File: config.mk
export PLATFORM = sky130hd
export DESIGN_NAME = grid_commit_engine
export DESIGN_NICKNAME = d
export VERILOG_FILES = /design/src/rtl/grid_commit_engine.sv
export SDC_FILE = /design/constraint.sdc
export NUM_CORES = 1
export LEC_CHECK = 0
export ABC_AREA = 1
export CORE_ASPECT_RATIO = 1.4
export CORE_MARGIN = 2
export CORE_UTILIZATION = 40
export CTS_BUF_LIST = sky130_fd_sc_hd__clkbuf_8
export DETAILED_ROUTE_END_ITERATION = 10
export PLACE_DENSITY_LB_ADDON = 0.3
export SYNTH_ARGS = -nofsm -noshare
export SYNTH_HDL_FRONTEND = slang
export SYNTH_SLANG_ARGS = --single-unit
File: constraint.sdc
create_clock -name clk -period 17.25 [get_ports clk]
set_input_delay 3.45 -clock clk [delete_from_list [all_inputs] [get_ports clk]]
set_output_delay 3.45 -clock clk [all_outputs]
set_load 0.01 [all_outputs]
File: src/rtl/grid_commit_engine.sv
// Board-state owner for the 8x8 puzzle: validates a piece, merges it, scans
// all rows/columns for full lines, clears them together and keeps a saturating score.
module grid_commit_engine #(
    parameter int POINTS_PER_LINE = 8
) (
    input  logic        clk,
    input  logic        reset,
    input  logic        new_game,
    input  logic        place_valid,
    input  logic [63:0] place_mask,
    output logic        ready,
    output logic        done,
    output logic        result_ok,
    output logic [4:0]  lines_cleared,
    output logic [63:0] game_grid,
    output logic [7:0]  score
);

    typedef enum logic [1:0] {
        IDLE,
        CHECK,
        SCAN,
        CLEAR
    } state_t;

    state_t      state_q, state_d;
    logic [63:0] mask_q, mask_d;
    logic [63:0] grid_q, grid_d;
    logic [15:0] flags_q, flags_d;
    logic [3:0]  cnt_q, cnt_d;
    logic [7:0]  score_q, score_d;
    logic [4:0]  lines_q, lines_d;
    logic        done_q, done_d;
    logic        ok_q, ok_d;

    logic [4:0]  flagCount;
    logic [31:0] linePoints;

    function automatic logic [6:0] popcount64(input logic [63:0] v);
        logic [6:0] n;
        n = '0;
        for (int i = 0; i < 64; i++) begin
            n = n + {6'd0, v[i]};
        end
        return n;
    endfunction

    function automatic logic [4:0] popcount16(input logic [15:0] v);
        logic [4:0] n;
        n = '0;
        for (int i = 0; i < 16; i++) begin
            n = n + {4'd0, v[i]};
        end
        return n;
    endfunction

    // Sums run 33 bits wide so any increment clamps cleanly at 255.
    function automatic logic [7:0] satAdd(input logic [7:0] base, input logic [31:0] inc);
        logic [32:0] sum;
        sum = {25'd0, base} + {1'b0, inc};
        return (sum > 33'd255) ? 8'hFF : sum[7:0];
    endfunction

    function automatic logic lineFull(input logic [63:0] grid, input logic [3:0] idx);
        logic full;
        int   sel;
        sel  = int'(idx[2:0]);
        full = 1'b1;
        if (!idx[3]) begin
            full = &grid[sel*8 +: 8];
        end else begin
            for (int r = 0; r < 8; r++) begin
                full = full & grid[r*8 + sel];
            end
        end
        return full;
    endfunction

    function automatic logic [63:0] clearMask(input logic [15:0] flags);
        logic [63:0] m;
        m = '0;
        for (int r = 0; r < 8; r++) begin
            for (int c = 0; c < 8; c++) begin
                if (flags[r] || flags[8 + c]) begin
                    m[r*8 + c] = 1'b1;
                end
            end
        end
        return m;
    endfunction

    assign flagCount  = popcount16(flags_q);
    assign linePoints = 32'(POINTS_PER_LINE) * 32'(flagCount);

    always_ff @(posedge clk) begin
        if (reset) begin
            state_q <= IDLE;
            mask_q  <= '0;
            grid_q  <= '0;
            flags_q <= '0;
            cnt_q   <= '0;
            score_q <= '0;
            lines_q <= '0;
            done_q  <= 1'b0;
            ok_q    <= 1'b0;
        end else begin
            state_q <= state_d;
            mask_q  <= mask_d;
            grid_q  <= grid_d;
            flags_q <= flags_d;
            cnt_q   <= cnt_d;
            score_q <= score_d;
            lines_q <= lines_d;
            done_q  <= done_d;
            ok_q    <= ok_d;
        end
    end

    always_comb begin
        state_d = state_q;
        mask_d  = mask_q;
        grid_d  = grid_q;
        flags_d = flags_q;
        cnt_d   = cnt_q;
        score_d = score_q;
        lines_d = lines_q;
        done_d  = 1'b0;
        ok_d    = ok_q;

        unique case (state_q)
            IDLE: begin
                if (new_game) begin
                    grid_d  = '0;
                    score_d = '0;
                    lines_d = '0;
                end else if (place_valid) begin
                    mask_d  = place_mask;
                    state_d = CHECK;
                end
            end
            CHECK: begin
                if ((mask_q == 64'd0) || ((mask_q & grid_q) != 64'd0)) begin
                    done_d  = 1'b1;
                    ok_d    = 1'b0;
                    state_d = IDLE;
                end else begin
                    grid_d  = grid_q | mask_q;
                    score_d = satAdd(score_q, 32'(popcount64(mask_q)));
                    flags_d = '0;
                    cnt_d   = '0;
                    state_d = SCAN;
                end
            end
            // One line per cycle: rows 0..7 first, then columns 0..7.
            SCAN: begin
                flags_d[cnt_q] = lineFull(grid_q, cnt_q);
                cnt_d          = cnt_q + 4'd1;
                if (cnt_q == 4'd15) begin
                    state_d = CLEAR;
                end
            end
            CLEAR: begin
                grid_d  = grid_q & ~clearMask(flags_q);
                lines_d = flagCount;
                score_d = satAdd(score_q, linePoints);
                done_d  = 1'b1;
                ok_d    = 1'b1;
                state_d = IDLE;
            end
            default: begin
                state_d = IDLE;
            end
        endcase
    end

    assign ready         = (state_q == IDLE);
    assign done          = done_q;
    assign result_ok     = ok_q;
    assign lines_cleared = lines_q;
    assign game_grid     = grid_q;
    assign score         = score_q;

endmodule

Word level (Yosys, flattened, before mapping)
Cells that the tools add are included.
{"block": "word_totals", "regBits": 165, "input_bits": 68, "out_inout_bits": 80, "elab_cells": 391}
{"block": "op_classes", "bitwise_logic": 12, "shifts": 1, "magnitude_cmp": 12, "reduce_logical": 80, "n_eq_ne": 10, "n_mux": 179, "n_addsub": 88}
{"cell": "7-bit by 1-bit adder with 7-bit output", "n": 57}
{"cell": "64-bit case mux with 3 select lines", "n": 1}
{"cell": "1-bit two-way mux", "n": 148}
{"cell": "64-bit AND", "n": 2}
{"cell": "64-bit two-way mux", "n": 2}
{"cell": "1-bit logical OR", "n": 65}
{"cell": "64-bit logical NOT", "n": 1}
{"cell": "64-bit inverter", "n": 1}
{"cell": "64-bit OR", "n": 1}
{"cell": "64-bit nonzero test", "n": 1}
{"cell": "64-bit by 7-bit indexed part select with 8-bit output", "n": 1}
{"cell": "5-bit by 1-bit adder with 5-bit output", "n": 11}
{"cell": "1-bit binary-select mux with 6-bit select", "n": 7}
{"cell": "8-bit two-way mux", "n": 4}
{"cell": "16-bit case mux with 2 select lines", "n": 1}
{"cell": "6-bit by 3-bit adder with 7-bit output, first input constant", "n": 4}
{"cell": "7-bit less-than comparator, second input constant", "n": 4}
{"cell": "8-bit case mux with 3 select lines", "n": 1}
{"cell": "9-bit by 8-bit > comparator with 1-bit output, second input constant", "n": 2}
{"cell": "16-bit bitwise mux", "n": 1}
{"cell": "16-bit two-way mux", "n": 1}
{"cell": "6-bit by 7-bit less-than comparator with 1-bit output, second input constant", "n": 2}
{"cell": "5-bit by 3-bit adder with 6-bit output, first input constant", "n": 2}
{"cell": "2-bit inequality test, second input constant", "n": 6}
{"cell": "35 further kinds", "n": 56}

Logic depth before layout (Yosys ltp)
{"block": "depth", "ltp_word": 68, "mapped_depth": 26, "depth_no_buf": 26}

Least setup slack after synthesis
Ideal clock, no wire load.
{"block": "synth_timing", "path_kind": "reg-to-reg", "from": "reg mask_q[34]", "to": "reg score_q[3], in the netlist score[3]", "arrival_ns": 5.901, "setup_time_ns": 0.116, "path_stages_with_launch": 26, "synth_period_minus_slack_ns": 6.017, "slack_ns": 11.233, "t_required_ns": 17.134, "n_path_buf": 0, "path_cell_list": "dfxtp_1 -> inv_1 -> fa_1 -> inv_1 -> fa_1 -> fa_1 -> inv_1 -> fa_1 -> inv_1 -> fa_1 -> fa_1 -> fa_1 -> inv_1 -> fa_1 -> inv_1 -> fa_1 -> nand3_1 -> nand2_1 -> nand3_1 -> nand3b_1 -> nand2_1 -> nand2_1 -> nand2_1 -> nand2_1 -> nor2_2 -> nor2_1"}
{"block": "synth_via", "elab_chain_cells": 35, "word_cells_on_any_way": 41, "classes_between": "add/sub: 31; order compare: 1; eq/ne: 1; mux: 3; bitwise: 1; reduce/logical: 4"}
{"element": "start, declared", "line_no": "27", "source": "logic [63:0] mask_q, mask_d;"}
{"element": "start signal, assigned", "line_no": "108", "source": "mask_q <= mask_d;"}
{"element": "7-bit by 1-bit adder with 7-bit output (30 in series)", "line_no": "43", "source": "n = n + {6'd0, v[i]};"}
{"element": "8-bit by 7-bit adder with 9-bit output", "line_no": "60", "source": "sum = {25'd0, base} + {1'b0, inc};"}
{"element": "9-bit by 8-bit > comparator with 1-bit output", "line_no": "61", "source": "return (sum > 33'd255) ? 8'hFF : sum[7:0];"}
{"element": "8-bit two-way mux", "line_no": "61"}
{"element": "8-bit two-way mux", "line_no": "142", "source": "if ((mask_q == 64'd0) || ((mask_q & grid_q) != 64'd0)) begin"}
{"element": "8-bit case mux with 3 select lines", "line_no": "130", "source": "unique case (state_q)"}
{"element": "end signal, assigned", "line_no": "112", "source": "score_q <= score_d;"}
{"element": "end, declared", "line_no": "31", "source": "logic [7:0] score_q, score_d;"}
Parallel ways exist; a longest one is shown, timed or not. The select of a mux whose other input is x is not followed.
A chain may end at the register's enable or synchronous reset.

Worst setup path in the final report
{"block": "layout_timing", "from": "reg mask_q[34]", "to": "reg score_q[5], in the netlist score[5]"}
Same word-level chain as after synthesis.

==> metrics <==
overall routing resource usage 0.295; CP most frequent cell fa_1; core area 27500 um^2; Layout area overhead 18.9%; FF-to-FF setup slack 10.82 ns; IO Pins 148; vias in the first global route 11100; TritonCTS clock tree done; status finished clean; share of cells above drive strength 1 0.0389; RSZ-0062 raised after global routing false; Post-Syn Area per Cell 6.89 um^2; multi-input logic area 6790 um^2; row count 72; Async SR Flop Fraction 0; actual slew at the worst max-slew pin 1.00 ns; Critical Path End Type flop; post-DP HPWL 31.8 mm; via count 11600; Non-Filler Instances 2092; commonest non-fill, non-tap cell in the layout nand2_1; ant diodes 0; Fill cells 2841; # Post-CTS Setup Buffers 0; Layout Skew 0.0162 ns; CP required 17.60 ns; CTS Buf Count 17; Setup crit start mask_q[34]; Synth area leaders dfxtp_1 (30%), fa_1 (12%), o21ai_0 (11%); Final Cycle Share 0.373; fmax 155 MHz; drt first pass iters 6; post-synth top area cell dfxtp_1; Final Hold Vio Count 0; vias per cell 5.55; crit path to score[5]; normalized max-slew margin 0.331; synthesized area 11100 um^2; placed cells 2060; Antenna Nets Post-Route 0; die height 201 um; Nets 1884; Clock transition at path regs 0.09 ns; WP depth 25; first-pass GRT wire length 64.6 mm; critical path class reg -> reg; die area 29100 um^2; effective utilization at floorplan 0.403; fraction of the yosys area taken by sequential cells 0.298; Hold Buf Count CTS 0; synth unique cells 39; PortBufs 147; minimum clock period 6.43 ns; clk sinks 165; peak fanout along the critical path 8; CP bufs+invs 4; crit start category flop; Slew Limit Fails 0; total grt overflow 0; top cell type's share of synthesized area 0.298; Die Wd 145 um; reg2reg start mask_q[34]; Static Leak 5.46 nW; Worst path max stage delay 0.55 ns; Yosys reg bits 165; Syn Inst Count 1608; Worst path slowest cell fa_1; Reg2Reg Capture Point score[5]; DRT iter0 DRCs 1468; top_reg_cell synth dfxtp_1; initial antenna violation count 0; largest net degree at the start of global routing 73; CTS H-tree lvls 4; latest clock arrival within the worst-skew pair 0.50 ns; drt total wl 42.1 mm; Mapped Nets 1783; Data arrival, critical path 6.78 ns; final hold slack 0.472 ns; CTS root buffer clkbuf_8; Bufs on Longest Clock Path 2; FF+latch area 3300 um^2; GPL Wtd Cong 0.942; EDFF count, synth 0; Worst Hold Class reg -> reg; Post-CTS Resized 0; count of final setup violators 0; Setup Total Neg Slack 0 ns; Yosys warnings 0; Pwr Density 156 nW/um^2; max_cap viols 0; reg2reg path depth 25; most frequent cells in the layout nand2_1 (299), nor2_1 (239), o21ai_0 (236), inv_1 (167), dfxtp_1 (165); Max VDD drop 0.239 mV; post-DR wirelength/cell 20.1 um; DRC 0; crit-path leading delay family adder cells
==> state kept, by name (all words and copies together) (netlist names), named ones only <==
name	flops
mask_q	64
game_grid	64
result_ok	1
lines_cleared	5
flags_q	16
cnt_q	4
state_q	1
score	8
done	1
==> kinds of logic (layout without fill, tap and decap cells) <==
| logic type | after synthesis | after routing | share of synthesized area |
|---|---|---|---|
| flops | 165 | 165 | 0.298 |
| compound gates | 369 | 369 | 0.172 |
| fa+ha+maj | 107 | 107 | 0.166 |
| buf+inv | 249 | 363 | 0.0905 |
| simple gates | 710 | 710 | 0.267 |
| xor+xnor | 8 | 8 | 0.00632 |
==> cell usage after synthesis, types with 3 or more instances <==
cell type,n
clkbuf_1,46
buf_4,3
buf_2,15
nand3_1,118
buf_6,5
o41ai_1,11
dfxtp_1,165
nor4_1,4
nor2_1,240
xnor2_1,5
nand2_1,300
nand4_1,22
or2_2,3
nor2_2,12
inv_2,3
ha_1,40
inv_1,167
a21oi_1,111
xor2_1,3
nor3_1,3
fa_1,67
clkinv_1,7
o21ai_0,236
==> how the worst min path moves through the flow <==
stage | depth (start not counted) | to | startpoint
after detailed placement | 2 | lines_cleared[2] | lines_cleared[2]
after global placement | 2 | lines_cleared[1] | lines_cleared[1]
final | 2 | lines_cleared[2] | lines_cleared[2]
after floorplan | 2 | cnt_q[2] | cnt_q[2]
after CTS | 2 | lines_cleared[2] | lines_cleared[2]
after global routing | 2 | result_ok | result_ok
==> stage by stage <==
step | cell area (um^2) | setup slack, ns | power [W] | utilization
5_1_grt | 13200 | 10.48 | 0.00228 | 0.479
3_3_place_gp | 12700 | 10.87 | 0.00174 | 0.463
2_1_floorplan | 11100 | 11.23 | 0.00141 | -
6_report | 13200 | 10.82 | 0.00206 | 0.479
4_1_cts | 13200 | 10.78 | 0.00206 | 0.479
3_5_place_dp | 12700 | 10.80 | 0.00174 | 0.463
==> final cells by class <==
class                      instances  share of cell area
sequential                       165               0.251
clock inverter                    14              0.0143
inverter                         177              0.0504
timing repair buffer             154               0.115
multi-input combinational       1194               0.515
clock buffer                      18              0.0188
tap                              370              0.0351
==> report_power, final <==
part | total, W | internal (W) | switching [W]
sequential | 0.000471 | 0.000413 | 0.0000582
combinational | 0.00127 | 0.000529 | 0.000738
clock | 0.000322 | 0.000152 | 0.000170
==> metal layers <==
| layer | vias up | wire [um] | track usage | part of all wire |
|---|---|---|---|---|
| met5 | - | 0 | 0 | 0 |
| met4 | 0 | 1810 | 0.125 | 0.043 |
| met3 | 119 | 3180 | 0.0389 | 0.075 |
| met2 | 605 | 20100 | 0.477 | 0.48 |
| met1 | 5455 | 17100 | 0.394 | 0.41 |
| li1 | 5434 | - | - | - |
==> worst reg2reg max path: cells and delay by family, from the launching register on <==
kind	cells	cell delay [ns]
flip-flops	1	0.35
adder cells (fa/ha/maj)	10	4.56
AND/OR/NAND/NOR	10	0.96
buffers and inverters	4	0.34
AO/OA/AOI/OAI	1	0.08
Note: power is estimated with default switching activity, not from simulation.
